==> src/rtl/hazard_scoreboard.sv <==
// Tuse/Tnew hazard unit: shadow E/M/W destination records drive stall, flush and forward selects.
// Define HAZARD_MD_EN to build the mult/div busy counter and its hazard term.
module hazard_scoreboard #(
  parameter int REG_AW   = 5,
  parameter int TW       = 2,
  parameter int MULT_LAT = 5,
  parameter int DIV_LAT  = 10,
  parameter int CNT_W    = 4
) (
  input  logic              clk,
  input  logic              reset,
  input  logic [REG_AW-1:0] d_rs,
  input  logic [REG_AW-1:0] d_rt,
  input  logic              d_rs_use,
  input  logic              d_rt_use,
  input  logic [TW-1:0]     d_tuse_rs,
  input  logic [TW-1:0]     d_tuse_rt,
  input  logic              d_wen,
  input  logic [REG_AW-1:0] d_dst,
  input  logic [TW-1:0]     d_tnew,
  input  logic              d_md_use,
  input  logic              e_md_start,
  input  logic              e_md_div,
  output logic              stall,
  output logic              flush_e,
  output logic [1:0]        fwd_rs_d,
  output logic [1:0]        fwd_rt_d,
  output logic [1:0]        fwd_rs_e,
  output logic [1:0]        fwd_rt_e,
  output logic [1:0]        fwd_rt_m,
  output logic              md_busy
);

  typedef struct packed {
    logic              valid;
    logic [REG_AW-1:0] dst;
    logic [TW-1:0]     tnew;
    logic [REG_AW-1:0] rs;
    logic [REG_AW-1:0] rt;
  } rec_t;

  rec_t rec_e, rec_m, rec_w;
  logic haz_rs, haz_rt, md_hazard;

  function automatic logic [TW-1:0] dec_sat(input logic [TW-1:0] t);
    return (t == '0) ? '0 : t - TW'(1);
  endfunction

  function automatic logic hit(input rec_t r, input logic [REG_AW-1:0] a);
    return r.valid && (r.dst == a) && (a != '0);
  endfunction

  // Only the youngest matching producer matters; an older match is shadowed by it.
  function automatic logic [2:0] d_check(input logic used, input logic [REG_AW-1:0] a,
                                         input logic [TW-1:0] tuse,
                                         input rec_t re, input rec_t rm, input rec_t rw);
    logic [TW-1:0] tn;
    logic [1:0]    code;
    logic          found;
    tn    = '0;
    code  = 2'd0;
    found = 1'b0;
    if (hit(re, a)) begin
      found = 1'b1; tn = re.tnew; code = 2'd1;
    end else if (hit(rm, a)) begin
      found = 1'b1; tn = rm.tnew; code = 2'd2;
    end else if (hit(rw, a)) begin
      found = 1'b1; tn = rw.tnew; code = 2'd3;
    end
    if (!used || !found)  return 3'b000;
    else if (tn > tuse)   return 3'b100;
    else if (tn == '0)    return {1'b0, code};
    else                  return 3'b000;
  endfunction

  function automatic logic [1:0] e_check(input logic [REG_AW-1:0] a,
                                         input rec_t rm, input rec_t rw);
    if (hit(rm, a))      return (rm.tnew == '0) ? 2'd2 : 2'd0;
    else if (hit(rw, a)) return (rw.tnew == '0) ? 2'd3 : 2'd0;
    else                 return 2'd0;
  endfunction

  always_comb begin
    {haz_rs, fwd_rs_d} = d_check(d_rs_use, d_rs, d_tuse_rs, rec_e, rec_m, rec_w);
    {haz_rt, fwd_rt_d} = d_check(d_rt_use, d_rt, d_tuse_rt, rec_e, rec_m, rec_w);
    fwd_rs_e = e_check(rec_e.rs, rec_m, rec_w);
    fwd_rt_e = e_check(rec_e.rt, rec_m, rec_w);
    fwd_rt_m = (hit(rec_w, rec_m.rt) && rec_w.tnew == '0) ? 2'd3 : 2'd0;
  end

  assign stall   = haz_rs | haz_rt | md_hazard;
  assign flush_e = stall;

  always_ff @(posedge clk or posedge reset) begin
    if (reset) begin
      rec_e <= '0;
      rec_m <= '0;
      rec_w <= '0;
    end else begin
      if (stall) rec_e <= '0;
      else       rec_e <= {d_wen, d_dst, d_tnew, d_rs, d_rt};
      rec_m <= {rec_e.valid, rec_e.dst, dec_sat(rec_e.tnew), rec_e.rs, rec_e.rt};
      rec_w <= {rec_m.valid, rec_m.dst, dec_sat(rec_m.tnew), rec_m.rs, rec_m.rt};
    end
  end

  // Source fields past E are carried for completeness but only M.rt is consulted.
  logic unused_rec;
  assign unused_rec = ^{rec_m.rs, rec_w.rs, rec_w.rt};

`ifdef HAZARD_MD_EN
  logic [CNT_W-1:0] md_cnt;

  always_ff @(posedge clk or posedge reset) begin
    if (reset)                md_cnt <= '0;
    else if (e_md_start)      md_cnt <= e_md_div ? CNT_W'(DIV_LAT) : CNT_W'(MULT_LAT);
    else if (md_cnt != '0)    md_cnt <= md_cnt - CNT_W'(1);
  end

  assign md_busy   = (md_cnt != '0) || e_md_start;
  assign md_hazard = d_md_use && md_busy;
`else
  logic unused_md;
  assign unused_md = ^{d_md_use, e_md_start, e_md_div,
                       (MULT_LAT != 0), (DIV_LAT != 0), (CNT_W != 0)};
  assign md_busy   = 1'b0;
  assign md_hazard = 1'b0;
`endif

endmodule
==> config.mk <==
export PLATFORM = sky130hd
export DESIGN_NAME = hazard_scoreboard
export DESIGN_NICKNAME = d
export VERILOG_FILES = /design/src/rtl/hazard_scoreboard.sv
export SDC_FILE = /design/constraint.sdc
export NUM_CORES = 1
export LEC_CHECK = 0
export CORE_UTILIZATION = 59
export CTS_BUF_LIST = sky130_fd_sc_hd__clkbuf_4 sky130_fd_sc_hd__clkbuf_8
export DETAILED_ROUTE_END_ITERATION = 10
export PLACE_DENSITY = 0.87
export SYNTH_ARGS = -nofsm -noshare
export SYNTH_HDL_FRONTEND = slang
export SYNTH_SLANG_ARGS = --single-unit
==> constraint.sdc <==
create_clock -name clk -period 5.79 [get_ports clk]
set_input_delay 1.158 -clock clk [delete_from_list [all_inputs] [get_ports clk]]
set_output_delay 1.158 -clock clk [all_outputs]
set_load 0.02 [all_outputs]
==> impl_metrics.json <==
{
  "maxSlewViolCount": 0,
  "grt-ovfl-total": 0,
  "cts_buffers": 5,
  "fin_area_sq_um": 2900,
  "fin_util_pct": 77.9,
  "syn_nets": 265,
  "tritoncts": "built",
  "place_worst_setup_slack_ns": 0.0210,
  "min_period_over_period_pct": 95.7,
  "core_sq_um": 3720,
  "drtAntennaViolNets": 0,
  "postCtsHoldBufs": 0,
  "die-area_sq_um": 4190,
  "hold_slack_ns": 0.403,
  "setup_violations": 0,
  "initial_core_util_pct": 62.4,
  "cts_root_buffer": "clkbuf_8",
  "period_minus_slack_ns": 5.54,
  "crit_top_cell": "clkdlybuf4s50_1",
  "rows": 22,
  "syn_area_sq_um": 2320,
  "gp_congestion": 0.862,
  "dpl.hpwl_um": 3720,
  "rsz0062_at_grt": "no",
  "n_antenna_cell": 0,
  "switchingPower_uw": 167,
  "cp_slowest_cell": "clkdlybuf4s50_1",
  "cp.arrival_ns": 4.38,
  "avgViaCountPerCell": 5.60,
  "drt_iter0_drc": 80,
  "cts_buffer_depth": 2,
  "routed_wl_um": 4820,
  "startpoint_type": "input port",
  "pwr-share-comb_pct": 16.9,
  "stdcell_count": 320,
  "grtUsageTotal_pct": 26.0,
  "power_density_nw_per_um2": 222,
  "synth-seq-cells": 39,
  "setup-tns-final_ns": 0,
  "syn_area_per_cell_sq_um": 10.0,
  "areaGrowthSynthToFinish_pct": 24.9,
  "fmax_ghz": 0.181,
  "cts_sinks": 39,
  "grt_pass1_vias": 1701,
  "required_ns": 4.63,
  "path_clk_slew_ns": 0.07,
  "synth_edf_count": 0,
  "critPathMaxFanout": 7,
  "status": "complete, no violations",
  "vias": 1792,
  "yosys_most_used_dff": "dfrtp_1",
  "drive_gt1_share_pct": 13.2,
  "dr.pass1.iters": 4,
  "die_w_um": 64.7,
  "antenna_found_initial": 0,
  "hold_viol": 0,
  "die_y_um": 64.7,
  "clk_latency_ns": 0.29,
  "fillers": 239,
  "clockPowerShare_pct": 34.6,
  "yosysSeqAreaShare_pct": 42.1,
  "leakage_nw": 1.20,
  "r2r_setup_slack_ns": 2.73,
  "io_buffers": 37,
  "intPower_uw": 476,
  "finalPower_uw": 643,
  "yosys_warnings": 0,
  "wl_per_cell_um": 15.1,
  "grt_pass1_wl_um": 8070,
  "worstPathCellList": "clkdlybuf4s50_1 -> or4_4 -> nor2_4 -> nor3_4 -> nand3b_1 -> a21oi_2 -> inv_1 -> ha_1 -> and2_1 -> o21ai_0 -> nor4_1 -> clkdlybuf4s50_1",
  "synth-async-reset-ratio_pct": 100,
  "sw_frac_of_total_pct": 26.0,
  "dp.cells": 312,
  "critPathKind": "in2out",
  "synth_cell_type_count": 34,
  "crit_buf_inv": 3,
  "slowest_delay_ns": 0.64,
  "setup_slack_ns": 0.251,
  "ir_worst_vdd_uv": 220,
  "io_pins": 42,
  "grt_max_degree": 40,
  "remaining_drc_errors": 0,
  "p_seq_share_pct": 48.5,
  "synth_cells": 232,
  "cts_max_level": 2,
  "maxCapViolCount": 0,
  "finalClockSkew_ns": 0.00614,
  "postCtsSetupBuffers": 0,
  "crit_path_end_kind": "output pin",
  "fin_nets": 304,
  "critPathTopFamily": "simple AND/OR/NAND/NOR gates",
  "hp-class": "reg2reg",
  "placed_area_sq_um": 2750
}
==> layout by cell type, fill, tap and decap left out, drive strengths merged, types with 5 or more instances in the layout <==
cell,synthesis,layout
nor4,8,8
dfrtp,39,39
and2,21,21
inv,8,8
a21oi,8,8
nor2,12,12
nor3,14,14
nand4,10,10
buf,4,9
xnor2,48,48
dlymetal6s2s,0,5
clkdlybuf4s50,0,31
xor2,6,6
nand2,12,12
clkbuf,10,5
==> layer usage <==
metal	global-route usage, %	wire [um]	up-vias
met3	5.28	218	7
li1	-	-	856
met2	42.8	2400	57
met5	0	0	-
met1	33.9	2110	872
met4	8.61	94	0
==> cell usage after synthesis, types with 6 or more instances <==
| cell | number | area share [%] |
|---|---|---|
| dfrtp_1 | 39 | 42 |
| a21oi_1 | 8 | 1.7 |
| nand4_1 | 10 | 2.7 |
| nor3_1 | 10 | 2.2 |
| xnor2_1 | 48 | 18 |
| nor4_1 | 8 | 2.2 |
| nand2_1 | 12 | 1.9 |
| nor2_1 | 10 | 1.6 |
| clkbuf_1 | 9 | 1.5 |
| inv_1 | 8 | 1.3 |
| and2_1 | 21 | 5.7 |
| xor2_1 | 6 | 2.3 |
==> power groups by stage <==
stage / logic [mW] / clock network [mW] / registers (mW)
finish: 0.109 / 0.223 / 0.312
global route: 0.120 / 0.239 / 0.314
CTS: 0.108 / 0.226 / 0.312
detailed placement: 0.107 / 0 / 0.317
global placement: 0.103 / 0 / 0.316
floorplan: 0.0770 / 0 / 0.304
==> logic make-up (layout without fill, tap and decap cells) <==
kind of cell,count (synthesis),in the layout,synth area share (%)
other,1,1,0.162
and+or+nand+nor,94,94,24.1
AOI/OAI and AO/OA,18,18,6.69
adders and majority gates,4,4,2.16
buffers and inverters,22,62,4.42
xor gates and xnor gates,54,54,20.4
DFF,39,39,42.1
==> sequential cells by signal, summed over array words and instances (netlist names) <==
name	count
rec_e	18
rec_w	8
rec_m	13
==> path summary, 6_finish.rpt <==
path                                     startpoint                   to  cells past startpoint
worst max register to register  rec_w[14]$_DFF_PP0_   rec_e[6]$_DFF_PP0_                     13
worst max-delay path                        d_rt[1]          fwd_rt_d[0]                     12
min in group asynchronous                     reset   rec_e[4]$_DFF_PP0_                      3
max in group asynchronous                     reset  rec_w[10]$_DFF_PP0_                      3
worst min-delay path            rec_e[17]$_DFF_PP0_  rec_m[17]$_DFF_PP0_                      0
worst min register to register  rec_e[17]$_DFF_PP0_  rec_m[17]$_DFF_PP0_                      0
==> timing repair <==
item                                    in CTS  in global routing
endpoints found under the setup margin       1                  5
resized for setup                            1                 11
pin swaps                                    0                  0
==> cell type report <==
type                            count  area [sq um]  area share (%)
Clock inverter                      3          43.8            1.51
Clock buffer                        5          68.8            2.38
Multi-Input combinational cell    171          1270            43.8
Tap cell                           48          60.1            2.07
Timing Repair Buffer               46           449            15.5
Sequential cell                    39           976            33.7
Inverter                            8          30.0            1.04
Power figures use the tool's default switching activity.
==> RTL edit (config.mk and constraints unchanged) <==
Set the parameter `REG_AW` to 3 (it was 5).
--- a/src/rtl/hazard_scoreboard.sv
+++ b/src/rtl/hazard_scoreboard.sv
@@ -3,3 +3,3 @@
 module hazard_scoreboard #(
-  parameter int REG_AW   = 5,
+  parameter int REG_AW   = 3,
   parameter int TW       = 2,
Interface: changed (resized d_dst, d_rs and d_rt); port bits go from 42 to 36. No check against the original RTL was run, so the function may have changed too.
==> RTL edit against the unedited design <==
  * Sequential cell count fell by 12
  * Total power fell by 34%
  * Synthesized area fell by 19%
  * Final area fell by 24%
  * Setup slack got worse by 31 ps
  * Routed wire length fell by 12%
  * Clock power fell by 62%
  * Synthesized cell count fell by 20%
  * Critical endpoint is now fwd_rt_d[1]
  * Largest cell class unchanged
  * Highest routed layer unchanged
==> RTL edit: results (changes against the unedited design) <==
* Outcome: completed
* Leakage Power at 0.0008847 uW (-26%)
* Vias in the first global route at 1509 (-11%)
* GRT Total Usage at 26.78% (+0.80 points)
* Number of buffers added on ports at 31 (-16%)
* Metal2 WL at 2248 um (-6.3%)
* Worst EP arrival at 4410 ps (+30 ps)
* R2R depth at 11 (-2)
* Top post-synthesis cells by count: dfrtp_1, xnor2_1, nor3b_2
* Synth async-reset ratio at 100.0% (unchanged)
* Largest registers: rec_e x12, rec_m x9, rec_w x6
* Layout cell share with drive strength beyond 1 at 15.38% (+2.1 points)
* HPWL Detailed at 3195 um (-14%)
* Mapped Nets at 212 (-20%)
* Post-Synth Adder-Cell Area at 2.654% (+0.50 points)
* H-tree Lvls at 1 (-1)
* Via-to-Cell Ratio at 6.087 (+8.7%)
* Synth cell types at 53 (+56%)
* Fin nets at 236 (-22%)
* Tmin final at 5570 ps (+31.11 ps)
* Synth Area in Compound Gates at 16.72% (+10 points)
* M1 GR Usage at 32.86% (-1.0 points)
* Max stage delay on crit path at 660 ps (+20 ps)
* GR Layer Usage met3 at 3.956% (-1.3 points)
* Pin count of the biggest net entering global routing at 28 (-30%)
* Highest layer used for signal routing: met4
* Worst IR Drop VDD at 0.0001639 V (-25%)
* Clock skew at 1.121 ps (-5.021 ps)
* Root buffer cell: clkbuf_4
* First-pass GRT wire length at 6837 um (-15%)
* Drt initial violations at 57 (-29%)
* Inserted Clock Buffers at 3 (-2)
* Seq/Total Area, Yosys at 35.83% (-6.2 points)
* GR Layer Usage met2 at 48.60% (+5.8 points)
* Routed length per instance at 16.75 um (+11%)
* Metal3 WL at 251 um (+15%)
* Area contributors post-synth: dfrtp_1, xnor2_1, nor3b_2
* M1 WL at 1659 um (-21%)
* Clock group at 83.8 uW (-62%)
* GPL Wtd Cong at 0.8255 (-4.2%)
* Clk_lat worst skew at 320 ps (+30 ps)
* Max Fanout on Critical Path at 6 (-1)
* P_comb at 117 uW (+7%)
[RTL edit: cell types whose count changed after synthesis, moves of 8 or more]
cell	delta
xnor2_1	-30
and2_1	-18
dfrtp_1	-12
nor3b_2	+10
clkbuf_1	-9
nor3b_1	+8
[RTL edit: logic make-up (layout without fill, tap and decap cells)]
logic type	after synthesis	in the layout
simple gates	68	68
fa+ha+maj	4	4
xor+xnor	24	24
other cells	1	1
buf+inv	24	47
flops	27	27
compound gates	37	37
[RTL edit: cell type report]
class                      instances  area (um^2)
inverter                           9        33.78
clock buffer                       3        22.52
multi-input combinational        134         1064
timing repair buffer              34        335.3
clock inverter                     1        7.507
tap                               44        55.05
fill                             222        859.6
sequential                        27        675.6
[RTL edit: what timing repair did]
item                       4_1_cts  5_1_grt
setup endpoints to repair        0        4
hold endpoints to repair         0        0
buffers inserted                 0        0
resized for setup                0        2
[RTL edit: path summary, 6_finish.rpt]
| check | end | start | slack, ps |
|---|---|---|---|
| setup / recovery | fwd_rt_d[1] | d_rt[1] | 220 |
| min in group asynchronous | rec_e[5] | reset | 1360 |
| hold / removal | rec_m[8] | rec_e[8] | 460 |
| setup reg to reg | rec_e[0] | rec_w[8] | 3030 |
| hold reg to reg | rec_m[8] | rec_e[8] | 460 |
| max in group asynchronous | rec_e[7] | reset | 3820 |
[RTL edit: stage by stage]
step | std cells | power [uW] | hold WS, ps | utilization [%] | setup slack (ps)
CTS | 252 | 426.4 | 464.0 | 71.76 | 8.981
detailed placement | 248 | 343.5 | 430.2 | 70.78 | 67.91
global placement | 248 | 335.9 | 414.8 | 70.78 | 262.7
global route | 252 | 449.1 | 483.9 | 71.84 | 7.913
finish | 252 | 425.5 | 464.0 | 71.84 | 219.7
floorplan | 185 | 306.9 | 348.7 | - | 1042
